`config.mk`:
```
export PLATFORM = sky130hd
export DESIGN_NAME = elastic_pipe_chain
export DESIGN_NICKNAME = d
export VERILOG_FILES = /design/src/rtl/elastic_pipe_chain.sv
export SDC_FILE = /design/constraint.sdc
export NUM_CORES = 1
export LEC_CHECK = 0
export BUFFER_PORTS_ARGS = -buffer_cell sky130_fd_sc_hd__buf_2
export CORE_MARGIN = 4
export CORE_UTILIZATION = 58
export CTS_BUF_LIST = sky130_fd_sc_hd__clkbuf_8
export CTS_CLUSTER_DIAMETER = 150
export DETAILED_ROUTE_END_ITERATION = 12
export PLACE_DENSITY = 0.82
export SLEW_MARGIN = 20
export SYNTH_ARGS = -nofsm -noshare
export SYNTH_HDL_FRONTEND = slang
export SYNTH_SLANG_ARGS = --single-unit
```
`constraint.sdc`:
```
create_clock -name clk -period 6.9 [get_ports clk]
set_clock_uncertainty 0.15 [all_clocks]
set_input_delay 1.035 -clock clk [delete_from_list [all_inputs] [get_ports clk]]
set_output_delay 1.035 -clock clk [all_outputs]
set_load 0.02 [all_outputs]
```
`src/rtl/elastic_pipe_chain.sv`:
```
// Parametrised elastic pipeline register chain: per-stage valid bits, valid/ready handshake,
// bubble collapsing, global hold and partial flush of the youngest stages.
module elastic_pipe_chain #(
    parameter int DATA_W = 32,
    parameter int STAGES = 4,
    localparam int CNT_W = $clog2(STAGES + 1)
) (
    input  logic              clk,
    input  logic              rst,
    input  logic              in_valid,
    output logic              in_ready,
    input  logic [DATA_W-1:0] in_data,
    output logic              out_valid,
    input  logic              out_ready,
    output logic [DATA_W-1:0] out_data,
    input  logic              hold,
    input  logic              flush,
    input  logic [CNT_W-1:0]  flush_depth,
    output logic [CNT_W-1:0]  occupancy,
    output logic [31:0]       retired
);

    logic [STAGES-1:0] valid_q;
    logic [STAGES-1:0] valid_n;
    logic [STAGES-1:0] rdy;
    logic [DATA_W-1:0] data_q [STAGES];
    logic [DATA_W-1:0] data_n [STAGES];
    logic [CNT_W-1:0]  kill_k;
    logic [CNT_W-1:0]  occ_q;
    logic [CNT_W-1:0]  occ_n;
    logic [31:0]       retired_q;
    logic              advance;
    logic              full_kill;
    logic              in_fire;
    logic              out_fire;

    // Ready ripples from the output stage back to the input; an empty stage is always ready.
    always_comb begin
        logic chain;
        rdy = '0;
        chain = !valid_q[STAGES-1] | out_ready;
        rdy[STAGES-1] = chain;
        for (int s = STAGES - 2; s >= 0; s--) begin
            chain = !valid_q[s] | chain;
            rdy[s] = chain;
        end
    end

    always_comb begin
        kill_k = '0;
        if (flush) begin
            kill_k = (flush_depth > CNT_W'(STAGES)) ? CNT_W'(STAGES) : flush_depth;
        end
    end

    assign advance   = !hold;
    assign full_kill = flush && (kill_k == CNT_W'(STAGES));
    assign out_valid = valid_q[STAGES-1] & advance & !full_kill;
    assign out_data  = data_q[STAGES-1];
    assign in_ready  = !rst & rdy[0] & advance & !flush;
    assign in_fire   = in_valid & in_ready;
    assign out_fire  = out_valid & out_ready;
    assign occupancy = occ_q;
    assign retired   = retired_q;

    // Killed stages go invalid; stage K takes a bubble instead of its killed predecessor.
    always_comb begin
        valid_n = valid_q;
        for (int s = 0; s < STAGES; s++) begin
            data_n[s] = data_q[s];
        end
        if (kill_k != '0) begin
            valid_n[0] = 1'b0;
        end else if (advance && rdy[0]) begin
            valid_n[0] = in_fire;
            if (in_fire) begin
                data_n[0] = in_data;
            end
        end
        for (int s = 1; s < STAGES; s++) begin
            if (CNT_W'(s) < kill_k) begin
                valid_n[s] = 1'b0;
            end else if (advance && rdy[s]) begin
                if (flush && CNT_W'(s) == kill_k) begin
                    valid_n[s] = 1'b0;
                end else begin
                    valid_n[s] = valid_q[s-1];
                    if (valid_q[s-1]) begin
                        data_n[s] = data_q[s-1];
                    end
                end
            end
        end
    end

    always_comb begin
        occ_n = '0;
        for (int s = 0; s < STAGES; s++) begin
            occ_n = occ_n + CNT_W'(valid_n[s]);
        end
    end

    always_ff @(posedge clk or posedge rst) begin
        if (rst) begin
            valid_q   <= '0;
            occ_q     <= '0;
            retired_q <= '0;
            for (int s = 0; s < STAGES; s++) begin
                data_q[s] <= '0;
            end
        end else begin
            valid_q   <= valid_n;
            occ_q     <= occ_n;
            retired_q <= retired_q + 32'(out_fire);
            for (int s = 0; s < STAGES; s++) begin
                data_q[s] <= data_n[s];
            end
        end
    end

endmodule

```
==> tab_implementation.tex, run 1 <==
\begin{tabular}{lr}
\hline
Metric & Value \\
\hline
\multicolumn{2}{l}{\textbf{STA}} \\
Number of slew-limit violations in the final report & 0 \\
Transition time at the pin with the least slew margin & a little over 0.9 ns \\
Number of failing hold endpoints at the final stage & 0 \\
Final TNS setup & 0 ns \\
Share of the clock period used by the worst path after layout & 0.528 \\
Unrepaired setup endpoints after global routing & false \\
Fmax achieved & between 200 and 300 MHz \\
Final critical-path required period & $\sim$3.6 ns \\
Setup violations, final & 0 \\
Worst Setup Slack, final & 3.25 ns \\
Max\_slew headroom & 0.379 \\
\multicolumn{2}{l}{\textbf{Power and ir drop}} \\
Lkg Pwr & approximately 4 nW \\
Design Power & about 2.1 mW \\
Power Density & 273 nW/µm² \\
Peak supply drop & roughly 160 µV \\
\multicolumn{2}{l}{\textbf{Synth}} \\
Yosys warning total & 0 \\
Number of synthesized register bits & roughly 170 \\
Largest cells by area after synthesis & sky130\_fd\_sc\_hd\_\_dfrtp\_1 (62\%), sky130\_fd\_sc\_hd\_\_mux2\_2 (21\%), sky130\_fd\_sc\_hd\_\_buf\_4 (3.9\%) \\
Post-synth EDFFs & 0 \\
Most numerous cell types in the synthesized netlist & sky130\_fd\_sc\_hd\_\_dfrtp\_1 (167), sky130\_fd\_sc\_hd\_\_mux2\_2 (128), sky130\_fd\_sc\_hd\_\_buf\_4 (35) \\
Library cell occupying the most area in the post-synthesis netlist & sky130\_fd\_sc\_hd\_\_dfrtp\_1 \\
Net Count, Synth & about 510 \\
Async set-or-reset flop fraction in the synthesized netlist & 1.00 \\
Top-count cell post-synth & sky130\_fd\_sc\_hd\_\_dfrtp\_1 \\
Flip-flop cell with the highest count after synthesis & sky130\_fd\_sc\_hd\_\_dfrtp\_1 \\
Average cell area after synthesis & 14.7 µm² \\
Syn Std Cell Area & slightly below 7000 µm² \\
Fraction of post-synthesis cell area in the top cell type by area & 0.616 \\
Number of instances in the synthesized netlist & between 400 and 500 \\
Count of unique library cells instantiated by Yosys & 35 \\
Post-synthesis sequential area ratio & 0.616 \\
\multicolumn{2}{l}{\textbf{Critical path}} \\
RR Startpoint & valid\_q[3] \\
Kind of critical path & input port to flop \\
Worst reg2reg endpoint & occupancy[1] \\
Endpoint required time on the critical path & between 7 and 8 ns \\
Critical Path AT & $\sim$3.8 ns \\
Startpoint type of the worst setup path & input port \\
Element type at the critical path end & flop \\
Setup slack, reg-to-reg & $\sim$3.5 ns \\
Worst-case reg-to-reg path depth & 7 \\
Largest driver fanout on the critical path & 33 \\
\multicolumn{2}{l}{\textbf{Die}} \\
Initial cell density of the core & 0.594 \\
Boundary pin count & between 100 and 150 \\
Number of standard-cell rows in the floorplan & 39 \\
Width of the die & between 100 and 150 µm \\
Die boundary height & between 100 and 150 µm \\
DIE AREA & 13500 µm² \\
Placeable core region & between 10000 and 15000 µm² \\
\multicolumn{2}{l}{\textbf{Clocking}} \\
Hold-fix buffer count after cts & 0 \\
Total clock buffers created by CTS & 17 \\
Number of buffers added for setup after CTS & 0 \\
Clock input transition at the sequential cells of the worst setup and hold paths & around 0.080 ns \\
CTS Buffer Depth & 2 \\
TritonCTS clock tree & yes \\
Resized cells post-CTS & 0 \\
CTS root buf & sky130\_fd\_sc\_hd\_\_clkbuf\_8 \\
TritonCTS sink count & about 170 \\
Latest clock arrival within the worst-skew pair & 0.44 ns \\
Number of levels in the clock H-tree & 4 \\
\multicolumn{2}{l}{\textbf{Placement}} \\
Cell Area, Placed & roughly 7200 µm² \\
HPWL reported at the end of detailed placement & just under 8 mm \\
Minimum setup slack after placement & around 2.8 ns \\
Port buffer count & between 100 and 150 \\
GPL Wtd Cong & between 0.8 and 0.9 \\
\multicolumn{2}{l}{\textbf{GRT}} \\
Vias in the first global route & between 3000 and 4000 \\
Pin count of the biggest net entering global routing & between 100 and 150 \\
Global-route wire length before repair & a little under 20 mm \\
Overflow after GRT & 0 \\
Gr usage total & 0.190 \\
Initial antenna violation count & 0 \\
\multicolumn{2}{l}{\textbf{Finish}} \\
Number of fill cells in the layout & 853 \\
P\&R area growth vs syn & 12.6\% \\
Footprint of the multi-input gates & 2270 µm² \\
Final std cell area, no fill & 7640 µm² \\
Number of nets at the end of the flow & 591 \\
Total inserted antenna cells & 0 \\
Fraction of final layout cells sized beyond drive strength 1 & 0.500 \\
Register cell area after layout & between 4000 and 5000 µm² \\
\multicolumn{2}{l}{\textbf{Run}} \\
Number of max-capacitance violations reported & 0 \\
\multicolumn{2}{l}{\textbf{Min path}} \\
Worst min-delay path startpoint & retired[31] \\
Kind of path behind the tightest hold check & flop to flop \\
Cell depth of the worst hold path & 1 \\
Worst-case hold path end point & retired[31] \\
\multicolumn{2}{l}{\textbf{Run status}} \\
Status & finished, final reports clean \\
\multicolumn{2}{l}{\textbf{Drt}} \\
Post-detailed-route wirelength per cell & $\sim$17 µm \\
Total length of routed wires & approximately 12 mm \\
Drt first pass iters & 4 \\
Number of nets still failing antenna checks after routing & 0 \\
Remaining design rule violation count & 0 \\
Initial DRC count & 170 \\
Via-to-Cell Ratio & 5.38 \\
Total number of vias & 3770 \\
\hline
\end{tabular}
## logic make-up after synthesis
family,after synthesis,share of synthesized area
AO/OA/AOI/OAI,11,0.00996
XOR/XNOR,30,0.0387
adder cells (fa/ha/maj),5,0.0103
buffers and inverters,52,0.0513
flip-flops,167,0.616
multiplexers,128,0.213
AND/OR/NAND/NOR,69,0.0609
## placed cells by master, fill, tap and decap left out, drive strengths merged, types with 9 or more instances in the layout
cell type / instances
dfrtp: 167
inv: 9
nand2: 15
clkbuf: 19
xnor2: 10
xor2: 20
buf: 111
mux2: 128
nand3: 11
nor3: 11
## worst max-delay path, cell delays in order
cell and delay (ns):
sky130_fd_sc_hd__buf_2 0.08, sky130_fd_sc_hd__and2b_1 0.24, sky130_fd_sc_hd__a31oi_1 0.28, sky130_fd_sc_hd__nand3_2 0.74, sky130_fd_sc_hd__o21ai_0 0.49, sky130_fd_sc_hd__fa_1 0.50
sky130_fd_sc_hd__ha_1 0.20, sky130_fd_sc_hd__ha_1 0.27
## worst max-delay path by stage
| stage | endpoint | slack (ns) | from |
|---|---|---|---|
| detailed placement | occupancy[1] | 2.78 | out_ready |
| global route | occupancy[1] | 3.07 | out_ready |
| global placement | occupancy[1] | 2.88 | out_ready |
| finish | occupancy[1] | 3.25 | out_ready |
| floorplan | data_q[100] | 1.20 | rst |
| CTS | occupancy[1] | 3.25 | out_ready |
## through the flow
stage / util / cells / hold WS, ns
final: 0.669 / 701 / 0.312
after global routing: 0.669 / 701 / 0.328
after CTS: 0.669 / 701 / 0.318
after detailed placement: 0.632 / 669 / 0.304
after global placement: 0.632 / 669 / 0.301
after floorplan: - / 462 / 0.324
## registers in the layout, summed over array words and instances (netlist names)
| register | cells |
|---|---|
| out_data | 32 |
| valid_q | 4 |
| occupancy | 3 |
| retired | 32 |
| data_q | 96 |
## layout make-up
class / instances / area share
flip-flops and latches: 167 / 0.547
multi-input cells: 243 / 0.297
well taps: 143 / 0.0234
clock inverters: 13 / 0.0213
repair buffers: 111 / 0.0734
inverters: 5 / 0.00311
clock buffers: 19 / 0.0342
## metal layers
layer  share of wire  track usage  up-vias
met1            0.43        0.251     1916
met4           0.018       0.0766        0
met2            0.51        0.307       84
li1                -            -     1751
met5               0            0        -
met3           0.047       0.0461       19
## power breakdown
part	leakage, nW	total [mW]	switching, mW	internal (mW)
sequential	2.21	1.17	0.0630	1.11
combinational	1.60	0.180	0.0703	0.110
clock	0.230	0.738	0.333	0.406
Power figures use the tool's default switching activity.
==> inputs of run 2 (changes only) <==
--- a/config.mk
+++ b/config.mk
@@ -5,9 +5,10 @@
 export SDC_FILE = /design/constraint.sdc
 export NUM_CORES = 1
 export LEC_CHECK = 0
+export ABC_AREA = 1
 export BUFFER_PORTS_ARGS = -buffer_cell sky130_fd_sc_hd__buf_2
 export CORE_MARGIN = 4
-export CORE_UTILIZATION = 58
+export CORE_UTILIZATION = 59
 export CTS_BUF_LIST = sky130_fd_sc_hd__clkbuf_8
 export CTS_CLUSTER_DIAMETER = 150
 export DETAILED_ROUTE_END_ITERATION = 12
==> constraint.sdc (replaced) <==
create_clock -name clk -period 3.4 [get_ports clk]
set_clock_uncertainty 0.15 [all_clocks]
set_input_delay 0.51 -clock clk [delete_from_list [all_inputs] [get_ports clk]]
set_output_delay 0.51 -clock clk [all_outputs]
set_load 0.02 [all_outputs]
==> run 2 against run 1 <==
Compared with the run above:
- critical endpoint is now retired[18]
- clock-buffer cell count is 2 lower
- sequential power is 98% higher
- clock power is 95% higher
- total power is 96% higher
- first-iteration DRC count grew to 2.9 times the previous value
- die area is 6.2% higher
- design area is 7.8% higher
- routed wire length is 30% higher
- area after synthesis is 8.5% higher
- via count is 52% higher
==> tab_implementation.tex, run 2 <==
\begin{tabular}{lr}
\hline
Metric & Value \\
\hline
\multicolumn{2}{l}{\textbf{Critical path}} \\
Element type at the critical path end & flop \\
Cells along the critical path & inv\_2, nor4\_1, ha\_1, ha\_1, nand3\_1, nor2\_1, nand2\_1, o21ai\_0, nand2\_1 \\
Kind of critical path & flop to flop \\
Worst-case reg-to-reg path depth & 9 \\
Worst reg2reg endpoint & retired[18] \\
RR Startpoint & valid\_q[3] \\
Slowest stage cell, crit path & sky130\_fd\_sc\_hd\_\_nor4\_1 \\
Largest driver fanout on the critical path & 4 \\
Critical Path AT & 2.70 ns \\
Setup slack, reg-to-reg & about 0.88 ns \\
Longest individual stage delay on the worst path & approximately 0.42 ns \\
Startpoint type of the worst setup path & flop \\
Endpoint required time on the critical path & 3.58 ns \\
\multicolumn{2}{l}{\textbf{Finish}} \\
Number of flip-flops under the largest register name & 96 \\
Fraction of final layout cells sized beyond drive strength 1 & 0.171 \\
Utilization after layout & 0.680 \\
Number of nets at the end of the flow & 990 \\
Register with the most flip-flops & data\_q \\
Leading cell type in the layout, fill and taps excluded & sky130\_fd\_sc\_hd\_\_nand2\_1 \\
P\&R area growth vs syn & 11.9\% \\
Commonest cells after routing, fill and taps aside & sky130\_fd\_sc\_hd\_\_nand2\_1 (394), sky130\_fd\_sc\_hd\_\_dfrtp\_1 (167), sky130\_fd\_sc\_hd\_\_buf\_2 (109), sky130\_fd\_sc\_hd\_\_nor2\_1 (56), sky130\_fd\_sc\_hd\_\_nand3\_1 (54) \\
Total inserted antenna cells & 0 \\
\multicolumn{2}{l}{\textbf{STA}} \\
Number of failing hold endpoints at the final stage & 0 \\
Final TNS setup & 0 ns \\
Max\_slew headroom & 0.553 \\
Unrepaired setup endpoints after global routing & false \\
Transition time at the pin with the least slew margin & $\sim$0.67 ns \\
Fmax achieved & 397 MHz \\
Setup violations, final & 0 \\
Number of slew-limit violations in the final report & 0 \\
Worst Setup Slack, final & between 0.8 and 0.9 ns \\
Share of the clock period used by the worst path after layout & 0.742 \\
Final critical-path required period & between 2 and 3 ns \\
\multicolumn{2}{l}{\textbf{Run status}} \\
Status & finished, final reports clean \\
\multicolumn{2}{l}{\textbf{Synth}} \\
Flip-flop cell with the highest count after synthesis & sky130\_fd\_sc\_hd\_\_dfrtp\_1 \\
Post-synthesis sequential area ratio & 0.568 \\
Average cell area after synthesis & 8.44 µm² \\
Most numerous cell types in the synthesized netlist & sky130\_fd\_sc\_hd\_\_nand2\_1 (394), sky130\_fd\_sc\_hd\_\_dfrtp\_1 (167), sky130\_fd\_sc\_hd\_\_nor2\_1 (57) \\
Number of synthesized register bits & 167 \\
Number of instances in the synthesized netlist & about 870 \\
Async set-or-reset flop fraction in the synthesized netlist & 1.00 \\
Post-synth EDFFs & 0 \\
Count of unique library cells instantiated by Yosys & 27 \\
Net Count, Synth & 918 \\
Syn Std Cell Area & between 7000 and 8000 µm² \\
Top-count cell post-synth & sky130\_fd\_sc\_hd\_\_nand2\_1 \\
Library cell occupying the most area in the post-synthesis netlist & sky130\_fd\_sc\_hd\_\_dfrtp\_1 \\
Yosys warning total & 0 \\
Largest cells by area after synthesis & sky130\_fd\_sc\_hd\_\_dfrtp\_1 (57\%), sky130\_fd\_sc\_hd\_\_nand2\_1 (20\%), sky130\_fd\_sc\_hd\_\_nand3\_1 (3.7\%) \\
Fraction of post-synthesis cell area in the top cell type by area & 0.568 \\
\multicolumn{2}{l}{\textbf{Die}} \\
Die boundary height & about 120 µm \\
Number of standard-cell rows in the floorplan & 40 \\
Width of the die & about 120 µm \\
Initial cell density of the core & 0.608 \\
DIE AREA & approximately 14000 µm² \\
Boundary pin count & 110 \\
Placeable core region & around 12000 µm² \\
\multicolumn{2}{l}{\textbf{Clocking}} \\
TritonCTS sink count & 167 \\
CTS root buf & sky130\_fd\_sc\_hd\_\_clkbuf\_8 \\
Number of levels in the clock H-tree & 4 \\
Latest clock arrival within the worst-skew pair & around 0.45 ns \\
Hold-fix buffer count after cts & 0 \\
Clock input transition at the sequential cells of the worst setup and hold paths & approximately 0.08 ns \\
Number of buffers added for setup after CTS & 0 \\
Resized cells post-CTS & 0 \\
TritonCTS clock tree & yes \\
Total clock buffers created by CTS & 17 \\
CTS Buffer Depth & 2 \\
\multicolumn{2}{l}{\textbf{Drt}} \\
Total number of vias & approximately 5700 \\
Number of nets still failing antenna checks after routing & 0 \\
Remaining design rule violation count & 0 \\
Post-detailed-route wirelength per cell & about 14 µm \\
Via-to-Cell Ratio & slightly above 5 \\
Total length of routed wires & 15.4 mm \\
Drt first pass iters & 5 \\
Initial DRC count & between 400 and 500 \\
\multicolumn{2}{l}{\textbf{GRT}} \\
Pin count of the biggest net entering global routing & 85 \\
Gr usage total & 0.229 \\
Initial antenna violation count & 0 \\
Overflow after GRT & 0 \\
Vias in the first global route & 5251 \\
Global-route wire length before repair & 26.3 mm \\
\multicolumn{2}{l}{\textbf{Min path}} \\
Kind of path behind the tightest hold check & input port to asynchronous set/reset pin \\
\multicolumn{2}{l}{\textbf{Run}} \\
Number of max-capacitance violations reported & 0 \\
\multicolumn{2}{l}{\textbf{Power and ir drop}} \\
Internal Power & roughly 3 mW \\
Logic pwr share & 0.079 \\
Lkg Pwr & 4.54 nW \\
Peak supply drop & between 200 and 300 µV \\
Clock power frac & 0.353 \\
Net load switching power & 1.05 mW \\
Switching fraction of total power & 0.258 \\
Sequential cell fraction of total power & 0.567 \\
Power Density & slightly below 500 nW/µm² \\
\multicolumn{2}{l}{\textbf{Placement}} \\
Minimum setup slack after placement & 0.611 ns \\
GPL Wtd Cong & around 0.90 \\
Port buffer count & $\sim$110 \\
HPWL reported at the end of detailed placement & 11.3 mm \\
\hline
\end{tabular}
==> run 2: changes by cell type in the layout (fill, tap and decap cells not counted), moves of 5 or more <==
cell and change:
sky130_fd_sc_hd__nand2_1 +379, sky130_fd_sc_hd__mux2_2 -128, sky130_fd_sc_hd__nor2_1 +51, sky130_fd_sc_hd__nand3_1 +46
sky130_fd_sc_hd__o21ai_0 +31, sky130_fd_sc_hd__nand4_1 +29, sky130_fd_sc_hd__inv_1 +18, sky130_fd_sc_hd__buf_4 +10
sky130_fd_sc_hd__xor2_1 -10, sky130_fd_sc_hd__nor3_1 -9, sky130_fd_sc_hd__xnor2_1 -5
==> run 2: kinds of logic (layout without fill, tap and decap cells) <==
| kind of cell | count (synthesis) | after routing | synth area share |
|---|---|---|---|
| AOI/OAI and AO/OA | 37 | 37 | 0.0257 |
| and+or+nand+nor | 549 | 549 | 0.305 |
| xor gates and xnor gates | 15 | 15 | 0.0178 |
| buffers and inverters | 99 | 184 | 0.0739 |
| adders and majority gates | 5 | 5 | 0.00952 |
| DFF | 167 | 167 | 0.568 |
==> run 2: layout make-up <==
type                       count  area (µm²)
sequential                   167        4180
fill                         983        3870
multi-input combinational    606        2650
timing repair buffer         123         676
clock buffer                  17         234
tap                          168         210
clock inverter                15         179
inverter                      29         113
==> run 2: layer usage <==
layer / vias up / track usage / routed length (µm)
li1: 2881 / - / -
met1: 2685 / 0.361 / 7730
met2: 166 / 0.319 / 6670
met3: 14 / 0.0495 / 893
met4: 0 / 0.0673 / 148
met5: - / 0 / 0
==> run 2: how the worst max path moves through the flow <==
stage	startpoint	end	slack, ns	cells past startpoint
after floorplan	rst	data_q[100]	0.61	1
after global placement	flush	retired[18]	0.63	11
after detailed placement	flush	retired[18]	0.61	11
after CTS	valid_q[3]	retired[18]	0.85	9
after global routing	valid_q[3]	retired[18]	0.70	9
final	valid_q[3]	retired[18]	0.88	9
==> run 2: worst max-delay path: cells and delay by family (launching register included) <==
family / cells / cell delay, ns
simple gates: 5 / 1.04
compound gates: 1 / 0.18
flops: 1 / 0.41
fa+ha+maj: 2 / 0.55
buf+inv: 1 / 0.07
==> run 2: power by group through the flow <==
stage          combinational, mW  sequential [mW]  clock (mW)
4_1_cts                    0.332             2.32        1.48
3_5_place_dp               0.330             2.36           0
3_3_place_gp               0.313             2.35           0
2_1_floorplan              0.236             2.32           0
6_report                   0.325             2.32        1.44
5_1_grt                    0.387             2.35        1.56
==> run 2: stage by stage <==
stage	total power [mW]	hold slack, ns	std cells	instance area (µm²)
6_report	4.09	0.0626	1125	8240
5_1_grt	4.30	0.0829	1125	8240
4_1_cts	4.13	0.0519	1125	8240
3_5_place_dp	2.69	0.303	1093	7820
3_3_place_gp	2.66	0.303	1093	7820
2_1_floorplan	2.55	0.292	872	7360
